## src/rtl/riscv_v_swizzle_pipe_if.sv

```systemverilog
// Valid/ready bundle for the element-reversal pipe: input beat side,
// output beat side and the overflow pulse.
interface riscv_v_swizzle_pipe_if #(
    parameter int unsigned DATA_WIDTH = 128,
    parameter int unsigned NUM_OSIZES = 5
);
    logic                  in_valid;
    logic                  in_ready;
    logic [DATA_WIDTH-1:0] in_data;
    logic [NUM_OSIZES-1:0] in_osize_vec;
    logic [1:0]            in_mode;
    logic                  in_last;
    logic                  out_valid;
    logic                  out_ready;
    logic [DATA_WIDTH-1:0] out_data;
    logic                  out_last;
    logic                  err;

    // Producer of input beats and consumer of output beats
    modport master (
        output in_valid, in_data, in_osize_vec, in_mode, in_last, out_ready,
        input  in_ready, out_valid, out_data, out_last, err
    );

    // The swizzle pipe itself
    modport slave (
        input  in_valid, in_data, in_osize_vec, in_mode, in_last, out_ready,
        output in_ready, out_valid, out_data, out_last, err
    );
endinterface

```

## src/rtl/riscv_v_swizzle_pipe.sv

```systemverilog
// Pipelined element-reversal unit. Modes: 00/11 pass, 01 reverse elements
// within a beat, 10 buffer a register group and replay it in reverse beat
// order with each beat element-reversed.
module riscv_v_swizzle_pipe #(
    parameter int unsigned DATA_WIDTH = 128,
    parameter int unsigned NUM_OSIZES = 5,
    parameter int unsigned MAX_BEATS  = 8
) (
    input logic                   clk,
    input logic                   rst_n,
    riscv_v_swizzle_pipe_if.slave bus
);
    localparam int unsigned NUM_BYTES = DATA_WIDTH / 8;
    localparam int unsigned IDX_W     = $clog2(MAX_BEATS);
    localparam int unsigned CNT_W     = IDX_W + 1;

    typedef enum logic [1:0] {
        IDLE,
        FILL,
        DRAIN
    } state_t;

    state_t                state;
    logic [CNT_W-1:0]      cnt;
    logic [NUM_OSIZES-1:0] grp_osize;
    logic [DATA_WIDTH-1:0] grp_buf [MAX_BEATS];
    logic                  ready_en;
    logic                  out_valid_q;
    logic                  out_last_q;
    logic                  err_q;
    logic [DATA_WIDTH-1:0] out_data_q;

    logic                  out_free;
    logic                  in_ready_c;
    logic                  in_fire;
    logic                  mode_rev;
    logic                  mode_grp;
    logic                  cnt_is_one;
    logic                  cnt_at_cap;
    logic [IDX_W-1:0]      wr_idx;
    logic [IDX_W-1:0]      rd_idx;

    // Every element size is a power-of-two number of bytes, so the reversal
    // is done byte by byte: byte j of element j/eb lands in the mirrored
    // element at the same offset. Selected sizes OR together.
    function automatic logic [DATA_WIDTH-1:0] swizzle(
        input logic [DATA_WIDTH-1:0] d,
        input logic [NUM_OSIZES-1:0] osize
    );
        logic [DATA_WIDTH-1:0] r;
        int unsigned           eb;
        int unsigned           dst;
        r = '0;
        for (int unsigned k = 0; k < NUM_OSIZES; k++) begin
            if (osize[k]) begin
                eb = 1 << k;
                for (int unsigned j = 0; j < NUM_BYTES; j++) begin
                    dst = NUM_BYTES - eb * (j / eb + 1) + j % eb;
                    r[dst*8 +: 8] = r[dst*8 +: 8] | d[j*8 +: 8];
                end
            end
        end
        return r;
    endfunction

    // Handshake decode and buffer indexing
    always_comb begin
        mode_rev   = (bus.in_mode == 2'b01);
        mode_grp   = (bus.in_mode == 2'b10);
        out_free   = !out_valid_q || bus.out_ready;
        case (state)
            IDLE:    in_ready_c = ready_en && out_free;
            FILL:    in_ready_c = 1'b1;
            default: in_ready_c = 1'b0;
        endcase
        in_fire    = bus.in_valid && in_ready_c;
        cnt_is_one = (cnt == CNT_W'(1));
        cnt_at_cap = (cnt == CNT_W'(MAX_BEATS - 1));
        wr_idx     = cnt[IDX_W-1:0];
        rd_idx     = IDX_W'(cnt - CNT_W'(1));
    end

    assign bus.in_ready  = in_ready_c;
    assign bus.out_valid = out_valid_q;
    assign bus.out_data  = out_data_q;
    assign bus.out_last  = out_last_q;
    assign bus.err       = err_q;

    // Group beat storage: slot 0 on the opening beat, slot cnt while filling
    always_ff @(posedge clk) begin
        if (in_fire && state == IDLE && mode_grp) begin
            grp_buf[0] <= bus.in_data;
        end else if (in_fire && state == FILL) begin
            grp_buf[wr_idx] <= bus.in_data;
        end
    end

    // Control FSM and registered output beat
    always_ff @(posedge clk or negedge rst_n) begin
        if (!rst_n) begin
            state       <= IDLE;
            cnt         <= '0;
            grp_osize   <= '0;
            ready_en    <= 1'b0;
            out_valid_q <= 1'b0;
            out_data_q  <= '0;
            out_last_q  <= 1'b0;
            err_q       <= 1'b0;
        end else begin
            ready_en <= 1'b1;
            err_q    <= 1'b0;
            if (bus.out_ready) begin
                out_valid_q <= 1'b0;
            end
            case (state)
                IDLE: begin
                    if (in_fire) begin
                        if (mode_grp) begin
                            grp_osize <= bus.in_osize_vec;
                            cnt       <= CNT_W'(1);
                            state     <= bus.in_last ? DRAIN : FILL;
                        end else begin
                            out_valid_q <= 1'b1;
                            out_data_q  <= mode_rev ? swizzle(bus.in_data, bus.in_osize_vec)
                                                    : bus.in_data;
                            out_last_q  <= 1'b1;
                        end
                    end
                end
                FILL: begin
                    if (in_fire) begin
                        cnt <= cnt + CNT_W'(1);
                        if (bus.in_last) begin
                            state <= DRAIN;
                        end else if (cnt_at_cap) begin
                            err_q <= 1'b1;
                            state <= DRAIN;
                        end
                    end
                end
                DRAIN: begin
                    if (out_free) begin
                        out_valid_q <= 1'b1;
                        out_data_q  <= swizzle(grp_buf[rd_idx], grp_osize);
                        out_last_q  <= cnt_is_one;
                        cnt         <= cnt - CNT_W'(1);
                        if (cnt_is_one) begin
                            state <= IDLE;
                        end
                    end
                end
                default: state <= IDLE;
            endcase
        end
    end
endmodule

```

## src/flat_wrapper.sv

```systemverilog
// flat-port wrapper written by rule: the top's interface ports become plain ports
module riscv_v_swizzle_pipe_flat 
#(
    parameter int unsigned DATA_WIDTH = 128,
    parameter int unsigned NUM_OSIZES = 5,
    parameter int unsigned MAX_BEATS  = 8
)
  (clk, rst_n, bus_in_valid, bus_in_data, bus_in_osize_vec, bus_in_mode, bus_in_last, bus_out_ready, bus_in_ready, bus_out_valid, bus_out_data, bus_out_last, bus_err);
  riscv_v_swizzle_pipe_if #(.DATA_WIDTH(DATA_WIDTH), .NUM_OSIZES(NUM_OSIZES)) bus_i ();
  input logic clk;
  input logic rst_n;
  input wire logic [$bits(bus_i.in_valid)-1:0] bus_in_valid;
  input wire logic [$bits(bus_i.in_data)-1:0] bus_in_data;
  input wire logic [$bits(bus_i.in_osize_vec)-1:0] bus_in_osize_vec;
  input wire logic [$bits(bus_i.in_mode)-1:0] bus_in_mode;
  input wire logic [$bits(bus_i.in_last)-1:0] bus_in_last;
  input wire logic [$bits(bus_i.out_ready)-1:0] bus_out_ready;
  output wire logic [$bits(bus_i.in_ready)-1:0] bus_in_ready;
  output wire logic [$bits(bus_i.out_valid)-1:0] bus_out_valid;
  output wire logic [$bits(bus_i.out_data)-1:0] bus_out_data;
  output wire logic [$bits(bus_i.out_last)-1:0] bus_out_last;
  output wire logic [$bits(bus_i.err)-1:0] bus_err;
  assign bus_i.in_valid = bus_in_valid;
  assign bus_i.in_data = bus_in_data;
  assign bus_i.in_osize_vec = bus_in_osize_vec;
  assign bus_i.in_mode = bus_in_mode;
  assign bus_i.in_last = bus_in_last;
  assign bus_i.out_ready = bus_out_ready;
  assign bus_in_ready = bus_i.in_ready;
  assign bus_out_valid = bus_i.out_valid;
  assign bus_out_data = bus_i.out_data;
  assign bus_out_last = bus_i.out_last;
  assign bus_err = bus_i.err;
  riscv_v_swizzle_pipe #(.DATA_WIDTH(DATA_WIDTH), .NUM_OSIZES(NUM_OSIZES), .MAX_BEATS(MAX_BEATS)) u_core (.clk(clk), .rst_n(rst_n), .bus(bus_i));
endmodule
```

## config.mk

```make
export PLATFORM = sky130hd
export DESIGN_NAME = riscv_v_swizzle_pipe_flat
export DESIGN_NICKNAME = d
export VERILOG_FILES = /design/src/rtl/riscv_v_swizzle_pipe_if.sv /design/src/rtl/riscv_v_swizzle_pipe.sv /design/src/flat_wrapper.sv
export SDC_FILE = /design/constraint.sdc
export NUM_CORES = 2
export LEC_CHECK = 0
export CORE_MARGIN = 3
export CORE_UTILIZATION = 54
export DETAILED_ROUTE_END_ITERATION = 10
export HOLD_SLACK_MARGIN = 0.15
export PLACE_DENSITY_LB_ADDON = 0.15
export SLEW_MARGIN = 20
export SYNTH_ARGS = -nofsm -noshare
export SYNTH_HDL_FRONTEND = slang
export SYNTH_SLANG_ARGS = --single-unit
export TNS_END_PERCENT = 30
```

## constraint.sdc

```tcl
create_clock -name clk -period 8.4 [get_ports clk]
set_clock_uncertainty 0.05 [all_clocks]
set_input_delay 2.52 -clock clk [delete_from_list [all_inputs] [get_ports clk]]
set_output_delay 2.52 -clock clk [all_outputs]
set_load 0.02 [all_outputs]
```

==> results.md <==
Run status:
- The run finished with clean final reports.

Worst setup path:
- The worst path required time is roughly 5.8 ns.
- STA classifies the critical path startpoint as a primary input.
- The worst setup path is captured at a primary output.
- The worst endpoint data arrival time is 4.15 ns.
- The maximum fanout along the worst path is 3.
- The cell depth of the worst flop-to-flop path is 8.
- The worst setup path is of the in2out kind.

Clocking:
- TritonCTS built the clock tree.
- Counting every sink on the clock net gives between 1,000 and 1,500.
- In this run, post-CTS hold repair placed 0 buffers.
- The number of buffers created by CTS is 116.
- The clock insertion delay at the later pin of the skew report is 0.73 ns.
- The buffer depth of the longest clock path is 3.
- The CTS clock-pin slew for the worst setup and hold paths is around 0.06 ns.
- Once the clock tree was built, the setup fixing pass inserted 0 buffers.
- Clock tree synthesis selected as its root buffer the cell clkbuf_16.
- Once the clock tree was built, the resizer swapped 0 gates to a different size.
- The CTS H-tree depth is 3.

Global route:
- The number of global-route vias before repair was ~34,000.
- Across every metal layer, demand over resource in global routing totals 33.0%.
- The initial antenna violation count is 24.
- The global-route wire length before repair is 238,000 um.
- Entering global routing, the biggest net connects about 150 pins.
- The total grt overflow is 0.

STA:
- The count of pins over their slew limit is 0.
- The minimum clock period after layout is between 6 and 7 ns.
- Setup violations remaining at the end of the flow were counted as 0.
- Setup total negative slack on the finished layout was measured at 0 ns.
- The minimum hold slack is between 0.5 and 0.6 ns.
- In this run the tightest slew margin relative to its limit is between 10% and 20%.
- Setup repair after global routing left no endpoint under its margin.
- After layout, the worst setup slack is between 1.5 and 2 ns.
- Dividing the final minimum period by the clock period gives 80.0%.
- The count of endpoints failing hold in the final timing report was 0.
- For this run, the top clock speed supported by timing is about 0.15 GHz.
- At the pin with the least slew margin, the transition time is about 1.3 ns.

Pwr:
- The static power due to leakage is 19.6 nW.
- Dividing total power by cell area gives a power density of just under 400 nW/um2.
- The design draws around 24 mW.
- The worst vdd rail ir drop is between 0.0003 and 0.0004 V.

Die:
- The initial core utilization is 54.8%.
- In this run the vertical extent of the chip is between 300 and 400 um.
- Measured along the x axis, the die boundary spans between 300 and 400 um.
- After floorplanning, the core was divided into 112 placement rows.
- The count of boundary I/O pins is roughly 270.
- After floorplanning, the core was sized to cover between 90,000 and 100,000 um2.
- The floorplan step defined a die boundary enclosing 99,000 um2.

Synth:
- When the netlist entered floorplanning its net count stood at ~3,400.
- Synthesis produced a netlist whose cell count is around 3,300.
- The fraction of synthesis flops using an asynchronous set or reset pin is ~12%.
- The most used flip-flop cell after synthesis is edfxtp_1.
- The synthesized design contains 1,167 register bits.
- The area of the mapped netlist is 51,500 um2.
- The fraction of the yosys area taken by sequential cells is between 60% and 70%.
- For this run, the number of Yosys warnings is 0.
- After synthesis, the mean cell area works out to 15.6 um2.
- The netlist uses between 40 and 50 different library cells.
- The count of flip-flops with a built-in enable after synthesis is 1,024.

Layout:
- The finished layout holds about 4,800 standard cells, fillers aside.
- The area added between synthesis and finish is 15.0%.
- Cells with a size suffix above 1 make up 14.4% of the layout.
- The utilization of the core after routing is a little over three fifths.
- The total number of nets in the final design is around 3,600.
- Leaving out fill and tap cells, the most frequent cell in the layout is edfxtp_1.
- Leaving out fill and tap cells, the most frequent cells in the layout are edfxtp_1 (1,024), nand2_1 (366), clkdlybuf4s50_1 (266), a21oi_1 (264), mux4_2 (245).
- The final design instance area without fill is between 50,000 and 60,000 um2.

Placed design:
- The routability congestion estimate is about 0.94.
- The count of buffers added on input and output ports is 271.
- The HPWL after detailed placement is between 90,000 and 100,000 um.
- The placed instances occupy a cell area of 55,200 um2.
- The worst setup timing slack at the placement stage is between 1.5 and 2 ns.
- After detailed placement, the design holds a cell count of approximately 4,600.

Flow run:
- The number of maximum-capacitance constraint violations is 0.

Drt:
- The via count of the routed design is 34,160.
- The first-pass detailed-route iteration total is 11.
- The overall routed net length is 164,000 um.
- In this run the remaining antenna-violating nets after routing total 0.
- After detailed routing, the number of vias per cell comes to between 7 and 8.
- After detailed routing, the number of remaining DRC violations is 0.
- The number of DRC markers in iteration 0 is 5,253.
- The average routed wire per standard cell is ~34 um.

Hold path:
- The worst hold path belongs to the class reg2reg.
- Counting instances, the worst hold path has a depth of 2.
[layer usage]
metal / track usage (%) / part of all wire [%] / vias up / wire, um
met1: 43.2 / 37 / 17403 / 60000
met2: 52.1 / 48 / 2336 / 78500
li1: - / - / 13952 / -
met5: 0 / 0.061 / - / 100
met3: 9.41 / 11 / 453 / 18300
met4: 14.3 / 4.2 / 16 / 6960
[flip-flops by register name, summed over array words and instances (netlist names)]
signal                flops
u_core.grp_osize          5
u_core.bus.out_valid      1
u_core.bus.out_last       1
u_core.cnt                4
u_core.ready_en           1
u_core.bus.out_data     128
u_core.bus.err            1
u_core.grp_buf         1024
u_core.state              2
[kinds of logic after synthesis]
| family | share of synthesized area, % |
|---|---|
| flip-flops | 66.7 |
| AO/OA/AOI/OAI | 13.8 |
| AND/OR/NAND/NOR | 3.15 |
| multiplexers | 13.8 |
| buffers and inverters | 2.42 |
| adder cells (fa/ha/maj) | 0.146 |
| XOR/XNOR | 0.0340 |
| other | 0.00729 |
[cell type report]
| type | count | area [um2] |
|---|---|---|
| inverters | 10 | 40.0 |
| diodes | 15 | 37.5 |
| well taps | 1254 | 1570 |
| clock buffers | 146 | 3080 |
| repair buffers | 311 | 3170 |
| fillers | 6725 | 34700 |
| flip-flops and latches | 1167 | 34400 |
| clock inverters | 73 | 897 |
| multi-input cells | 1837 | 16000 |
[critical path, stage by stage]
cell	delay, ns
clkdlybuf4s50_1	0.42
nand2b_1	0.21
a31oi_1	0.29
inv_1	0.13
clkdlybuf4s50_1	0.58
[cell usage after synthesis (all sizes together), types with 2 or more instances]
cell type  instances  area [um2]
mux2i            151        1510
nand4b             2        17.5
a22oi            160        1200
edfxtp          1024       30700
clkbuf           216         812
a222oi            48         480
o2bb2ai            2        17.5
nand3              2        10.0
o21ai            130         651
mux2               5        56.3
a31o               2        17.5
or2                2        12.5
a22o             132        1160
nand4              3        18.8
ha                 6        75.1
a21oi            265        1330
a31oi             83         519
or3                2        12.5
o31ai              2        15.0
buf               72         397
mux4             245        5520
dfrtp            143        3580
nand2b             4        25.0
a221oi           184        1660
nand2            366        1370
nand3b             2        15.0
nor2              28         110
inv               10        37.5
nor2b              3        18.8
[power by group]
group | internal (mW) | leakage [nW] | switching (mW)
sequential | 6.80 | 10.9 | 0.693
clock | 3.16 | 1.95 | 2.26
combinational | 4.13 | 6.81 | 6.47
total | 14.1 | 19.6 | 9.42
[path summary, 6_finish.rpt]
check / endpoint / from / slack (ns)
max in group asynchronous: u_core.grp_osize[4]$_DFFE_PN0P_ / rst_n / 5.49
hold / removal: u_core.bus.out_data[121]$_DFFE_PN0P_ / u_core.bus.out_data[121]$_DFFE_PN0P_ / 0.50
setup reg to reg: u_core.bus.out_data[62]$_DFFE_PN0P_ / u_core.cnt[0]$_DFFE_PN0P_ / 3.49
min in group asynchronous: u_core.bus.out_data[100]$_DFFE_PN0P_ / rst_n / 1.64
hold reg to reg: u_core.bus.out_data[121]$_DFFE_PN0P_ / u_core.bus.out_data[121]$_DFFE_PN0P_ / 0.50
setup / recovery: bus_in_ready / bus_out_ready / 1.68
Note: power is estimated with default switching activity, not from simulation.
